$ cat config.mk
export PLATFORM = sky130hd
export DESIGN_NAME = pcie_rx_cpl_flat
export DESIGN_NICKNAME = d
export VERILOG_FILES = /design/src/rtl/pcie_rx_cpl_if.sv /design/src/rtl/pcie_rx_cpl.sv /design/src/flat_wrapper.sv
export SDC_FILE = /design/constraint.sdc
export NUM_CORES = 1
export LEC_CHECK = 0
export CAP_MARGIN = 20
export CORE_ASPECT_RATIO = 1.4
export CORE_MARGIN = 2
export CORE_UTILIZATION = 40
export CTS_BUF_LIST = sky130_fd_sc_hd__clkbuf_16
export CTS_CLUSTER_DIAMETER = 30
export CTS_CLUSTER_SIZE = 20
export DETAILED_ROUTE_END_ITERATION = 6
export PLACE_DENSITY = 0.64
export RECOVER_POWER = 25
export SYNTH_ARGS = -nofsm -noshare
export SYNTH_HDL_FRONTEND = slang
export SYNTH_SLANG_ARGS = --single-unit
$ cat constraint.sdc
create_clock -name pcie_clk -period 35.5 [get_ports pcie_clk]
set_input_delay 7.1 -clock pcie_clk [delete_from_list [all_inputs] [get_ports pcie_clk]]
set_output_delay 7.1 -clock pcie_clk [all_outputs]
set_load 0.01 [all_outputs]
$ cat src/rtl/pcie_rx_cpl_if.sv
// Bus bundle for pcie_rx_cpl: TRN receive stream, ORT request/allocation and memory write port.
// The block itself connects through the slave modport.
interface pcie_rx_cpl_if #(
    parameter int MEM_ADDR_BITS = 12
);
    logic [63:0]              trn_rd;
    logic [7:0]               trn_rrem_n;
    logic                     trn_rsof_n;
    logic                     trn_reof_n;
    logic                     trn_rsrc_rdy_n;
    logic                     trn_rdst_rdy_n;

    logic                     ort_req_v;
    logic [3:0]               ort_req_tag;
    logic [1:0]               ort_req_iface;
    logic [3:0]               ort_req_mem;
    logic [MEM_ADDR_BITS-1:0] ort_req_addr;
    logic                     ort_next_tag_v;
    logic [3:0]               ort_next_tag;

    logic                     mem_wr_v;
    logic [1:0]               mem_wr_iface;
    logic [3:0]               mem_wr_mem;
    logic [MEM_ADDR_BITS-1:0] mem_wr_addr;
    logic [63:0]              mem_wr_data;
    logic [1:0]               mem_wr_dw_en;
    logic                     cpl_err;

    modport slave (
        input  trn_rd, trn_rrem_n, trn_rsof_n, trn_reof_n, trn_rsrc_rdy_n,
        output trn_rdst_rdy_n,
        input  ort_req_v, ort_req_tag, ort_req_iface, ort_req_mem, ort_req_addr,
        output ort_next_tag_v, ort_next_tag,
        output mem_wr_v, mem_wr_iface, mem_wr_mem, mem_wr_addr, mem_wr_data, mem_wr_dw_en,
        output cpl_err
    );

    modport master (
        output trn_rd, trn_rrem_n, trn_rsof_n, trn_reof_n, trn_rsrc_rdy_n,
        input  trn_rdst_rdy_n,
        output ort_req_v, ort_req_tag, ort_req_iface, ort_req_mem, ort_req_addr,
        input  ort_next_tag_v, ort_next_tag,
        input  mem_wr_v, mem_wr_iface, mem_wr_mem, mem_wr_addr, mem_wr_data, mem_wr_dw_en,
        input  cpl_err
    );
endinterface

$ cat src/rtl/pcie_rx_cpl.sv
// Receive completion engine: owns the 16-tag ORT and turns CplD payloads into DW memory writes.
// Optional macro PCIE_RX_CPL_STATUS_CHECK_EN enables completion status checking and Cpl handling.
module pcie_rx_cpl #(
    parameter int MEM_ADDR_BITS = 12
) (
    input  logic         pcie_clk,
    input  logic         rst,
    pcie_rx_cpl_if.slave bus
);
    localparam logic [1:0] ST_IDLE = 2'd0;
    localparam logic [1:0] ST_HDR2 = 2'd1;
    localparam logic [1:0] ST_DATA = 2'd2;
    localparam logic [1:0] ST_DROP = 2'd3;

`ifdef PCIE_RX_CPL_STATUS_CHECK_EN
    localparam logic STATUS_CHECK = 1'b1;
`else
    localparam logic STATUS_CHECK = 1'b0;
`endif

    typedef logic [MEM_ADDR_BITS-1:0] addr_t;

    function automatic addr_t addr_add(input addr_t a, input logic [10:0] n);
        return a + addr_t'(n);
    endfunction

    logic [15:0] busy;
    logic [1:0]  ort_iface [16];
    logic [3:0]  ort_mem   [16];
    addr_t       ort_addr  [16];

    logic [1:0]  state, state_nxt;
    logic [10:0] len_p0, len_nxt;
    logic [12:0] bcnt_p0, bcnt_nxt;
    logic [2:0]  status_p0, status_nxt;
    logic        nodata_p0, nodata_nxt;
    logic [3:0]  tag_p0, tag_nxt;
    logic [1:0]  iface_p0, iface_nxt;
    logic [3:0]  mem_p0, mem_nxt;
    addr_t       addr_p0, addr_nxt;
    logic        pend_p0, pend_nxt;

    logic        wr_v;
    logic [1:0]  wr_en;
    logic [1:0]  wr_iface;
    logic [3:0]  wr_mem;
    addr_t       wr_addr;
    logic [63:0] wr_data;
    logic        ret_v, free_v, parse_err, req_err;
    logic [3:0]  ret_tag;
    logic [3:0]  free_idx;

    logic        vld_p1;
    logic [1:0]  dw_en_p1;
    logic [1:0]  iface_p1;
    logic [3:0]  mem_p1;
    addr_t       addr_p1;
    logic [63:0] data_p1;
    logic        err_p1;
    logic        next_tag_v_p1;
    logic [3:0]  next_tag_p1;

    logic        beat, sof, eof;
    logic        is_cpld, is_cpl, hdr_ok, fits, status_bad;
    logic [9:0]  len_raw;
    logic [11:0] bcnt_raw;
    logic [7:0]  hdr_tag;
    logic [3:0]  hdr_idx;

    assign beat       = ~bus.trn_rsrc_rdy_n;
    assign sof        = ~bus.trn_rsof_n;
    assign eof        = ~bus.trn_reof_n;
    assign is_cpld    = (bus.trn_rd[62:61] == 2'b10) && (bus.trn_rd[60:56] == 5'b01010);
    assign is_cpl     = (bus.trn_rd[62:61] == 2'b00) && (bus.trn_rd[60:56] == 5'b01010);
    assign len_raw    = bus.trn_rd[41:32];
    assign bcnt_raw   = bus.trn_rd[11:0];
    assign hdr_tag    = bus.trn_rd[47:40];
    assign hdr_idx    = hdr_tag[3:0];
    assign hdr_ok     = (hdr_tag[7:4] == 4'h0) && busy[hdr_idx];
    assign fits       = ({len_p0, 2'b00} >= bcnt_p0);
    assign status_bad = STATUS_CHECK && (status_p0 != 3'b000);
    assign req_err    = bus.ort_req_v && busy[bus.ort_req_tag];

    // Parser: decode the current beat into a write request and ORT retirement
    always_comb begin
        state_nxt  = state;
        len_nxt    = len_p0;
        bcnt_nxt   = bcnt_p0;
        status_nxt = status_p0;
        nodata_nxt = nodata_p0;
        tag_nxt    = tag_p0;
        iface_nxt  = iface_p0;
        mem_nxt    = mem_p0;
        addr_nxt   = addr_p0;
        pend_nxt   = pend_p0;
        wr_v       = 1'b0;
        wr_en      = 2'b00;
        wr_iface   = iface_p0;
        wr_mem     = mem_p0;
        wr_addr    = addr_p0;
        wr_data    = bus.trn_rd;
        ret_v      = 1'b0;
        free_v     = 1'b0;
        ret_tag    = tag_p0;
        parse_err  = 1'b0;
        if (beat) begin
            if (sof) begin
                // A new header always wins; an interrupted completion keeps its tag
                if (state == ST_HDR2 || state == ST_DATA)
                    parse_err = 1'b1;
                len_nxt    = (len_raw == 10'd0) ? 11'd1024 : {1'b0, len_raw};
                bcnt_nxt   = (bcnt_raw == 12'd0) ? 13'd4096 : {1'b0, bcnt_raw};
                status_nxt = bus.trn_rd[15:13];
                nodata_nxt = is_cpl;
                pend_nxt   = 1'b0;
                if (is_cpld || (STATUS_CHECK && is_cpl))
                    state_nxt = eof ? ST_IDLE : ST_HDR2;
                else
                    state_nxt = eof ? ST_IDLE : ST_DROP;
            end else begin
                case (state)
                    ST_HDR2: begin
                        tag_nxt   = hdr_idx;
                        state_nxt = eof ? ST_IDLE : ST_DROP;
                        if (nodata_p0) begin
                            if (hdr_ok) begin
                                free_v    = 1'b1;
                                ret_tag   = hdr_idx;
                                parse_err = 1'b1;
                            end
                        end else if (!hdr_ok) begin
                            parse_err = 1'b1;
                        end else if (status_bad) begin
                            parse_err = 1'b1;
                            if (eof) begin
                                free_v  = 1'b1;
                                ret_tag = hdr_idx;
                            end else begin
                                pend_nxt = 1'b1;
                            end
                        end else begin
                            iface_nxt = ort_iface[hdr_idx];
                            mem_nxt   = ort_mem[hdr_idx];
                            addr_nxt  = addr_add(ort_addr[hdr_idx], 11'd1);
                            wr_v      = 1'b1;
                            wr_en     = 2'b10;
                            wr_iface  = ort_iface[hdr_idx];
                            wr_mem    = ort_mem[hdr_idx];
                            wr_addr   = ort_addr[hdr_idx];
                            wr_data   = {bus.trn_rd[31:0], 32'h0};
                            ret_tag   = hdr_idx;
                            if (eof) begin
                                ret_v  = 1'b1;
                                free_v = fits;
                            end else begin
                                state_nxt = ST_DATA;
                            end
                        end
                    end
                    ST_DATA: begin
                        wr_v = 1'b1;
                        if (eof && bus.trn_rrem_n == 8'h0f) begin
                            wr_en    = 2'b10;
                            addr_nxt = addr_add(addr_p0, 11'd1);
                        end else begin
                            wr_en    = 2'b11;
                            addr_nxt = addr_add(addr_p0, 11'd2);
                        end
                        if (eof) begin
                            ret_v     = 1'b1;
                            free_v    = fits;
                            state_nxt = ST_IDLE;
                        end
                    end
                    ST_DROP: begin
                        if (eof) begin
                            free_v    = pend_p0;
                            pend_nxt  = 1'b0;
                            state_nxt = ST_IDLE;
                        end
                    end
                    default: ;
                endcase
            end
        end
    end

    always_ff @(posedge pcie_clk or posedge rst) begin
        if (rst) begin
            state     <= ST_IDLE;
            len_p0    <= '0;
            bcnt_p0   <= '0;
            status_p0 <= '0;
            nodata_p0 <= 1'b0;
            tag_p0    <= '0;
            iface_p0  <= '0;
            mem_p0    <= '0;
            addr_p0   <= '0;
            pend_p0   <= 1'b0;
        end else begin
            state     <= state_nxt;
            len_p0    <= len_nxt;
            bcnt_p0   <= bcnt_nxt;
            status_p0 <= status_nxt;
            nodata_p0 <= nodata_nxt;
            tag_p0    <= tag_nxt;
            iface_p0  <= iface_nxt;
            mem_p0    <= mem_nxt;
            addr_p0   <= addr_nxt;
            pend_p0   <= pend_nxt;
        end
    end

    // ORT: a same-cycle registration is written last so it overrides a retirement
    always_ff @(posedge pcie_clk or posedge rst) begin
        if (rst) begin
            busy <= '0;
            for (int i = 0; i < 16; i++) begin
                ort_iface[i] <= '0;
                ort_mem[i]   <= '0;
                ort_addr[i]  <= '0;
            end
        end else begin
            if (free_v)
                busy[ret_tag] <= 1'b0;
            if (ret_v)
                ort_addr[ret_tag] <= addr_add(ort_addr[ret_tag], len_p0);
            if (bus.ort_req_v) begin
                busy[bus.ort_req_tag]      <= 1'b1;
                ort_iface[bus.ort_req_tag] <= bus.ort_req_iface;
                ort_mem[bus.ort_req_tag]   <= bus.ort_req_mem;
                ort_addr[bus.ort_req_tag]  <= bus.ort_req_addr;
            end
        end
    end

    always_comb begin
        free_idx = 4'd0;
        for (int i = 15; i >= 0; i--)
            if (!busy[i])
                free_idx = 4'(i);
    end

    // Output stage: registered write port, error pulse and free-tag report
    always_ff @(posedge pcie_clk or posedge rst) begin
        if (rst) begin
            vld_p1        <= 1'b0;
            dw_en_p1      <= '0;
            iface_p1      <= '0;
            mem_p1        <= '0;
            addr_p1       <= '0;
            data_p1       <= '0;
            err_p1        <= 1'b0;
            next_tag_v_p1 <= 1'b1;
            next_tag_p1   <= '0;
        end else begin
            vld_p1        <= wr_v;
            dw_en_p1      <= wr_en;
            err_p1        <= parse_err | req_err;
            next_tag_v_p1 <= ~&busy;
            next_tag_p1   <= free_idx;
            if (wr_v) begin
                iface_p1 <= wr_iface;
                mem_p1   <= wr_mem;
                addr_p1  <= wr_addr;
                data_p1  <= wr_data;
            end
        end
    end

    assign bus.trn_rdst_rdy_n = rst;
    assign bus.ort_next_tag_v = next_tag_v_p1;
    assign bus.ort_next_tag   = next_tag_p1;
    assign bus.mem_wr_v       = vld_p1;
    assign bus.mem_wr_dw_en   = dw_en_p1;
    assign bus.mem_wr_iface   = iface_p1;
    assign bus.mem_wr_mem     = mem_p1;
    assign bus.mem_wr_addr    = addr_p1;
    assign bus.mem_wr_data    = data_p1;
    assign bus.cpl_err        = err_p1;
endmodule

$ cat src/flat_wrapper.sv
// flat-port wrapper written by rule: the top's interface ports become plain ports
module pcie_rx_cpl_flat 
#(
    parameter int MEM_ADDR_BITS = 12
)
  (pcie_clk, rst, bus_trn_rd, bus_trn_rrem_n, bus_trn_rsof_n, bus_trn_reof_n, bus_trn_rsrc_rdy_n, bus_trn_rdst_rdy_n, bus_ort_req_v, bus_ort_req_tag, bus_ort_req_iface, bus_ort_req_mem, bus_ort_req_addr, bus_ort_next_tag_v, bus_ort_next_tag, bus_mem_wr_v, bus_mem_wr_iface, bus_mem_wr_mem, bus_mem_wr_addr, bus_mem_wr_data, bus_mem_wr_dw_en, bus_cpl_err);
  pcie_rx_cpl_if #(.MEM_ADDR_BITS(MEM_ADDR_BITS)) bus_i ();
  input  logic pcie_clk;
  input  logic rst;
  input wire logic [$bits(bus_i.trn_rd)-1:0] bus_trn_rd;
  input wire logic [$bits(bus_i.trn_rrem_n)-1:0] bus_trn_rrem_n;
  input wire logic [$bits(bus_i.trn_rsof_n)-1:0] bus_trn_rsof_n;
  input wire logic [$bits(bus_i.trn_reof_n)-1:0] bus_trn_reof_n;
  input wire logic [$bits(bus_i.trn_rsrc_rdy_n)-1:0] bus_trn_rsrc_rdy_n;
  output wire logic [$bits(bus_i.trn_rdst_rdy_n)-1:0] bus_trn_rdst_rdy_n;
  input wire logic [$bits(bus_i.ort_req_v)-1:0] bus_ort_req_v;
  input wire logic [$bits(bus_i.ort_req_tag)-1:0] bus_ort_req_tag;
  input wire logic [$bits(bus_i.ort_req_iface)-1:0] bus_ort_req_iface;
  input wire logic [$bits(bus_i.ort_req_mem)-1:0] bus_ort_req_mem;
  input wire logic [$bits(bus_i.ort_req_addr)-1:0] bus_ort_req_addr;
  output wire logic [$bits(bus_i.ort_next_tag_v)-1:0] bus_ort_next_tag_v;
  output wire logic [$bits(bus_i.ort_next_tag)-1:0] bus_ort_next_tag;
  output wire logic [$bits(bus_i.mem_wr_v)-1:0] bus_mem_wr_v;
  output wire logic [$bits(bus_i.mem_wr_iface)-1:0] bus_mem_wr_iface;
  output wire logic [$bits(bus_i.mem_wr_mem)-1:0] bus_mem_wr_mem;
  output wire logic [$bits(bus_i.mem_wr_addr)-1:0] bus_mem_wr_addr;
  output wire logic [$bits(bus_i.mem_wr_data)-1:0] bus_mem_wr_data;
  output wire logic [$bits(bus_i.mem_wr_dw_en)-1:0] bus_mem_wr_dw_en;
  output wire logic [$bits(bus_i.cpl_err)-1:0] bus_cpl_err;
  assign bus_i.trn_rd = bus_trn_rd;
  assign bus_i.trn_rrem_n = bus_trn_rrem_n;
  assign bus_i.trn_rsof_n = bus_trn_rsof_n;
  assign bus_i.trn_reof_n = bus_trn_reof_n;
  assign bus_i.trn_rsrc_rdy_n = bus_trn_rsrc_rdy_n;
  assign bus_trn_rdst_rdy_n = bus_i.trn_rdst_rdy_n;
  assign bus_i.ort_req_v = bus_ort_req_v;
  assign bus_i.ort_req_tag = bus_ort_req_tag;
  assign bus_i.ort_req_iface = bus_ort_req_iface;
  assign bus_i.ort_req_mem = bus_ort_req_mem;
  assign bus_i.ort_req_addr = bus_ort_req_addr;
  assign bus_ort_next_tag_v = bus_i.ort_next_tag_v;
  assign bus_ort_next_tag = bus_i.ort_next_tag;
  assign bus_mem_wr_v = bus_i.mem_wr_v;
  assign bus_mem_wr_iface = bus_i.mem_wr_iface;
  assign bus_mem_wr_mem = bus_i.mem_wr_mem;
  assign bus_mem_wr_addr = bus_i.mem_wr_addr;
  assign bus_mem_wr_data = bus_i.mem_wr_data;
  assign bus_mem_wr_dw_en = bus_i.mem_wr_dw_en;
  assign bus_cpl_err = bus_i.cpl_err;
  pcie_rx_cpl #(.MEM_ADDR_BITS(MEM_ADDR_BITS)) u_core (.pcie_clk(pcie_clk), .rst(rst), .bus(bus_i));
endmodule
## Yosys cells after proc, flatten, opt, wreduce, memory -nomap -nowiden

Index checks and enable logic that the tools add are counted.

| word-level totals | value |
|---|---|
| register bits after elaboration | 445 |
| output and inout bits | 92 |
| logic and storage cells | 251 |

| cells by class | value |
|---|---|
| add/subtract/negate cells | 4 |
| $lt $le $gt $ge | 11 |
| equality and inequality tests | 12 |
| muxes and demuxes | 124 |
| bitwise logic cells | 10 |
| reduce and logical (&&, ||, !) cells | 23 |

Operators by type and width:

| kind | number |
|---|---|
| $bwmux W192 | 2 |
| $mux W192 | 2 |
| $mux W64 | 5 |
| $mux W12 | 14 |
| $mux W4 | 28 |
| $bmux W12 S4 | 2 |
| $demux W12 S4 | 2 |
| $bwmux W64 | 1 |
| $mux W2 | 19 |
| $bwmux W32 | 1 |
| $mux W16 | 2 |
| $mux W1 | 30 |
| $add A12 B1 Y12 const B | 2 |
| $pmux W12 S2 | 1 |
| $and A16 B16 Y16 | 1 |
| $bmux W4 S4 | 1 |
| $demux W4 S4 | 1 |
| $not A16 Y16 | 1 |
| $or A16 B16 Y16 | 1 |
| $reduce_and A16 Y1 | 1 |
| $ge A5 B5 Y1 const B | 3 |
| $lt A4 B5 Y1 const B | 3 |
| $not A4 Y5 | 3 |
| $ge A13 B13 Y1 | 1 |
| other kinds (35) | 57 |

## Depth between registers and ports, before layout

| depth | value |
|---|---|
| depth in word-level cells | 16 |
| depth in mapped cells | 26 |

## Worst setup path before layout

Ideal clock, no wire load.

| timing | value |
|---|---|
| kind | in2out |
| start | in rst |
| end | out bus_trn_rdst_rdy_n |
| arrival | 7.219 ns |
| required time | 28.400 ns |
| path slack | 21.181 ns |
| stages | 1 |
| path buffers | 1 |
| cell sequence | buf_4 |

RTL lines:

| element | line | RTL |
|---|---|---|
| start: declaration | flat_wrapper.sv:9 | `input logic rst;` |
| end: declaration | flat_wrapper.sv:15 | `output wire logic [$bits(bus_i.trn_rdst_rdy_n)-1:0] bus_trn_rdst_rdy_n;` |

No word-level cell between the ends.

## Worst setup path in the final report

| timing | value |
|---|---|
| start | in bus_trn_rd[41] |
| end | reg u_core.ort_addr[155] in the netlist's numbering |

| between the ends | value |
|---|---|
| word-level cells in the longest chain between the ends | 16 |
| elaborated cells on any way between the ends | 26 |
| classes of those cells | add/sub (1); order compare (2); mux (20); bitwise (1); reduce/logical (2) |

Ends and longest elaborated chain:

| element | line | RTL |
|---|---|---|
| start: declaration | flat_wrapper.sv:10 | `input wire logic [$bits(bus_i.trn_rd)-1:0] bus_trn_rd;` |
| $bmux W1 S4 | pcie_rx_cpl.sv:79 | `assign hdr_ok = (hdr_tag[7:4] == 4'h0) && busy[hdr_idx];` |
| $mux W1 (not written as such) | pcie_rx_cpl.sv:79 |  |
| $logic_and A1 B1 Y1 | pcie_rx_cpl.sv:79 |  |
| $mux W4 | pcie_rx_cpl.sv:131 | `end else if (!hdr_ok) begin` |
| $mux W4 | pcie_rx_cpl.sv:121 | `case (state)` |
| $mux W4 | pcie_rx_cpl.sv:107 | `if (sof) begin` |
| $mux W4 | pcie_rx_cpl.sv:106 | `if (beat) begin` |
| $not A4 Y5 (not written as such) | pcie_rx_cpl.sv:227 | `ort_addr[ret_tag] <= addr_add(ort_addr[ret_tag], len_p0);` |
| $bmux W12 S4, or another cell as far along | pcie_rx_cpl.sv:227 |  |
| $mux W12 (not written as such) / $logic_and A1 B1 Y1 (equally long branches) | pcie_rx_cpl.sv:227 |  |
| $mux W12 (not written as such) | pcie_rx_cpl.sv:227 |  |
| $add A12 B11 Y12 / $demux W12 S4 (equally long branches) | pcie_rx_cpl.sv:24, pcie_rx_cpl.sv:227 |  |
| $bwmux W192 | pcie_rx_cpl.sv:227 |  |
| $mux W192 * | pcie_rx_cpl.sv:226 | `if (ret_v)` |
| $bwmux W192 | pcie_rx_cpl.sv:232 | `ort_addr[bus.ort_req_tag] <= bus.ort_req_addr;` |
| $mux W192 * | pcie_rx_cpl.sv:228 | `if (bus.ort_req_v) begin` |
| end signal: indexed assignment | pcie_rx_cpl.sv:227 |  |
| end signal: indexed assignment | pcie_rx_cpl.sv:232 |  |
| end: declaration | pcie_rx_cpl.sv:30 | `addr_t ort_addr [16];` |

Mark *: on every way between the ends. The rest lies on a longest branch, timed or not. The select of a mux whose other input is x is not followed.
A chain may end at the register's enable or synchronous reset.

==> metrics.yaml <==
sta:
  drv_slew: 215
  fin_skew_ns: 0.0405
  setup_viol: 0
  fin_crit_ns: 17.83
  rsz0062_at_grt: "no"
  setup_slack_ns: 17.67
  max_freq_ghz: 0.0561
  finalSetupTns_ns: 0
  max_slew_margin: -3.06
  tightest_slew_ns: 6.09
  hold_violations: 0
  timing.hold.ws_ns: 0.456
  period_share: 0.502
final_layout:
  instances_no_fill: 3539
  multiInputGateArea_sq_mm: 0.0128
  final_common_cell: "nand2_1"
  drive_gt1_frac: 0.168
  nets: 2790
  nFillCells: 5549
  final_cell_mix: "604 x nand2_1, 442 x dfrtp_1, 242 x o21ai_0"
  synthToLayoutAreaGrowth_pct: 21.3
  register_area_sq_mm: 0.0111
clock_tree:
  postCtsSetupBuffers: 0
  htree_levels: 3
  numCtsBuffers: 74
  cts_tree: "built"
  clockBufferDepth: 3
  cts_root_buffer: "clkbuf_16"
  path_clk_slew_ns: 0.05
  cts.sinks: 443
  clock_latency_ns: 0.62
  cts_hold_buffers: 0
  cts-resized-gates: 0
critical_path:
  reg2reg_slack_ns: 28.34
  critPathLaunch: "bus_trn_rd[41]"
  reg2reg_to: "u_core.ort_addr[155]$_DFF_PP0_"
  worstSetupEndpoint: "u_core.ort_addr[155]$_DFF_PP0_"
  worst-r2r-cell-count: 21
  r2r_start: "u_core.state[1]$_DFFE_PP0P_"
  crit_arrival_ns: 18.33
  critPathSlowestCell: "clkbuf_1"
  cp_top_family: "buffers and inverters"
  worstPathMaxFanout: 53
  cp-end-kind: "flop"
  cp.required_ns: 35.99
  start_kind: "input port"
  max_stage_delay_ns: 2.91
  critPathKind: "in -> reg"
  cp.buffers_inverters: 3
  worst-path-stages: 21
  crit_chain: "clkbuf_1, clkbuf_1, mux4_2, mux4_2, a21o_1, nand2_2, buf_4, nand2_1, nand3_1, a21oi_1, nor4_1, ha_1, a21o_1, a21oi_1, o21bai_1, a41oi_1, o21ai_0, a31oi_1, xnor2_2, mux2_2, mux2_2"
floorplan:
  io_pins: 192
  start_util: 0.405
  rows: 107
  coreArea_sq_mm: 0.0610
  fp.dieH_um: 298
  fp.dieW_um: 214
  die-area_sq_mm: 0.0638
global_route:
  antenna_found_initial: 8
  grtUsageTotal: 0.249
  grt_max_degree: 130
  grt_pass1_wl_mm: 124
  first_global_vias: 20936
  grt_overflow: 0
routing:
  drt-met1-wl_mm: 29.8
  routedWlPerCell_um: 22.5
  highest_layer: "met5"
  vias_per_cell: 5.80
  drtIter0Drc: 1942
  drc: 0
  wirelength_mm: 79.8
  dr_wl_met3_mm: 6.43
  postRouteAntennaNets: 0
  num_vias: 20515
  drt_first_pass_iters: 6
  route.met2.wl_mm: 38.3
logic_synthesis:
  ys_types: 68
  netlist_area_sq_mm: 0.0247
  syn_area_per_cell_sq_um: 9.72
  ys_ff_latch: 443
  synth_cells: 2543
  yosysWarnings: 0
  ys_seq_area_frac: 0.449
  synth_ff_type: "dfrtp_1"
  synth_edf_count: 0
  syn_nets: 2675
  async_reset_ff_frac: 1.00
power_and_ir_drop:
  p_total_mw: 2.55
  powerDensity_mw_per_mm2: 85.1
  p_leak_nw: 13.1
  ir_drop_uv: 81.5
placement:
  gp_congestion: 0.892
  io_buffers: 191
  dpl.cell_count: 3397
  hpwl_mm: 51.2
  dp_slack_ns: 20.13
status:
  status: "complete, but fails checks"
  failed_checks: "capacitance limit, slew limit"
run:
  drv_cap: 3
min_path:
  hp-class: "reg -> reg"
## through the flow
stage / area [sq um] / util
detailed placement: 27400 / 0.449
finish: 30000 / 0.491
global placement: 27400 / 0.448
floorplan: 24700 / -
CTS: 30000 / 0.491
global route: 30000 / 0.491
## synthesized netlist by cell type, types with 3 or more instances
library cell | number | area, sq um
mux4_2 | 101 | 2270
and2_1 | 5 | 31.3
mux2i_1 | 190 | 1900
nand3_1 | 137 | 686
and3_1 | 9 | 56.3
nand2_1 | 605 | 2270
a21o_1 | 5 | 37.5
nor4_1 | 22 | 138
clkbuf_1 | 153 | 574
o211ai_1 | 7 | 52.6
buf_1 | 31 | 116
o21ai_1 | 9 | 45.0
xnor2_1 | 16 | 140
nand4_1 | 11 | 68.8
inv_1 | 33 | 124
o22ai_1 | 7 | 43.8
a21oi_1 | 106 | 531
buf_2 | 23 | 115
buf_6 | 3 | 33.8
nor2b_1 | 7 | 43.8
nand2b_1 | 11 | 68.8
a21boi_0 | 6 | 45.0
dfrtp_1 | 442 | 11100
a31oi_1 | 20 | 125
nor2_1 | 82 | 308
o21ai_0 | 242 | 1210
ha_1 | 31 | 388
a22o_1 | 5 | 43.8
nor3_1 | 37 | 185
o21a_1 | 4 | 30.0
mux2_2 | 128 | 1440
o31ai_1 | 3 | 22.5
xor2_1 | 3 | 26.3
buf_4 | 3 | 22.5
nor3_2 | 3 | 30.0
## worst min-delay path by stage
stage | from | to | slack, ns | depth (start not counted)
final | u_core.bus.mem_wr_data[30]$_DFFE_PP0P_ | u_core.bus.mem_wr_data[30]$_DFFE_PP0P_ | 0.46 | 2
after detailed placement | u_core.bus.mem_wr_data[15]$_DFFE_PP0P_ | u_core.bus.mem_wr_data[15]$_DFFE_PP0P_ | 0.45 | 2
after global placement | u_core.bus.mem_wr_data[11]$_DFFE_PP0P_ | u_core.bus.mem_wr_data[11]$_DFFE_PP0P_ | 0.45 | 2
after global routing | u_core.bus.mem_wr_data[15]$_DFFE_PP0P_ | u_core.bus.mem_wr_data[15]$_DFFE_PP0P_ | 0.48 | 2
after CTS | u_core.bus.mem_wr_data[15]$_DFFE_PP0P_ | u_core.bus.mem_wr_data[15]$_DFFE_PP0P_ | 0.47 | 2
after floorplan | u_core.ort_iface[30]$_DFFE_PP0P_ | u_core.ort_iface[30]$_DFFE_PP0P_ | 0.44 | 2
## routing by layer
layer / GRT usage / vias to the layer above
met5: 0 / -
met4: 0.159 / 4
met3: 0.0539 / 293
met2: 0.413 / 997
met1: 0.293 / 10027
li1: - / 9194
## flip-flops by register name, indices dropped and copies added (netlist names)
| signal | count |
|---|---|
| u_core.ort_addr | 192 |
| u_core.bus.mem_wr_data | 64 |
| u_core.ort_mem | 64 |
| u_core.ort_iface | 32 |
| u_core.busy | 16 |
| u_core.bcnt_p0 | 13 |
| u_core.addr_p0 | 12 |
| u_core.bus.mem_wr_addr | 12 |
| u_core.len_p0 | 11 |
| u_core.bus.mem_wr_mem | 4 |
| u_core.bus.ort_next_tag | 4 |
| u_core.mem_p0 | 4 |
| u_core.tag_p0 | 4 |
| u_core.bus.mem_wr_dw_en | 2 |
| u_core.bus.mem_wr_iface | 2 |
| u_core.iface_p0 | 2 |
| u_core.state | 2 |
| u_core.bus.cpl_err | 1 |
| u_core.bus.ort_next_tag_v | 1 |
| u_core.nodata_p0 | 1 |
## power breakdown
part / total (mW) / switching, mW / internal, mW
Combinational: 1.03 / 0.621 / 0.413
Clock: 0.735 / 0.278 / 0.457
Sequential: 0.782 / 0.119 / 0.663
Total: 2.55 / 1.02 / 1.53
## final cells by class
cell class	count	area share
Antenna cell	5	0.000417
Clock buffer	74	0.0618
Clock inverter	61	0.0238
Inverter	34	0.00430
Multi-Input combinational cell	1853	0.426
Sequential cell	443	0.370
Tap cell	817	0.0341
Timing Repair Buffer	252	0.0792
## kinds of logic after synthesis
logic type	Yosys count	synth area share
AO/OA/AOI/OAI	435	0.0968
flip-flops	443	0.449
buffers and inverters	247	0.0400
adder cells (fa/ha/maj)	32	0.0165
multiplexers	421	0.228
XOR/XNOR	20	0.00739
AND/OR/NAND/NOR	945	0.162
## worst register-to-register path, cell delays in order (launching register included)
cell,delay [ns]
dfrtp_1,0.40
inv_1,0.09
ha_1,0.27
and3b_1,0.37
and2_1,0.53
nand3b_1,0.24
nand2_2,0.71
buf_4,0.69
nand2_1,0.18
nand3_1,0.11
a21oi_1,0.08
nor4_1,0.50
ha_1,0.33
a21o_1,0.15
a21oi_1,0.24
o21bai_1,0.15
a41oi_1,0.36
o21ai_0,0.22
a31oi_1,0.48
xnor2_2,0.33
mux2_2,0.36
mux2_2,0.26
(Power assumes the default switching activity.)
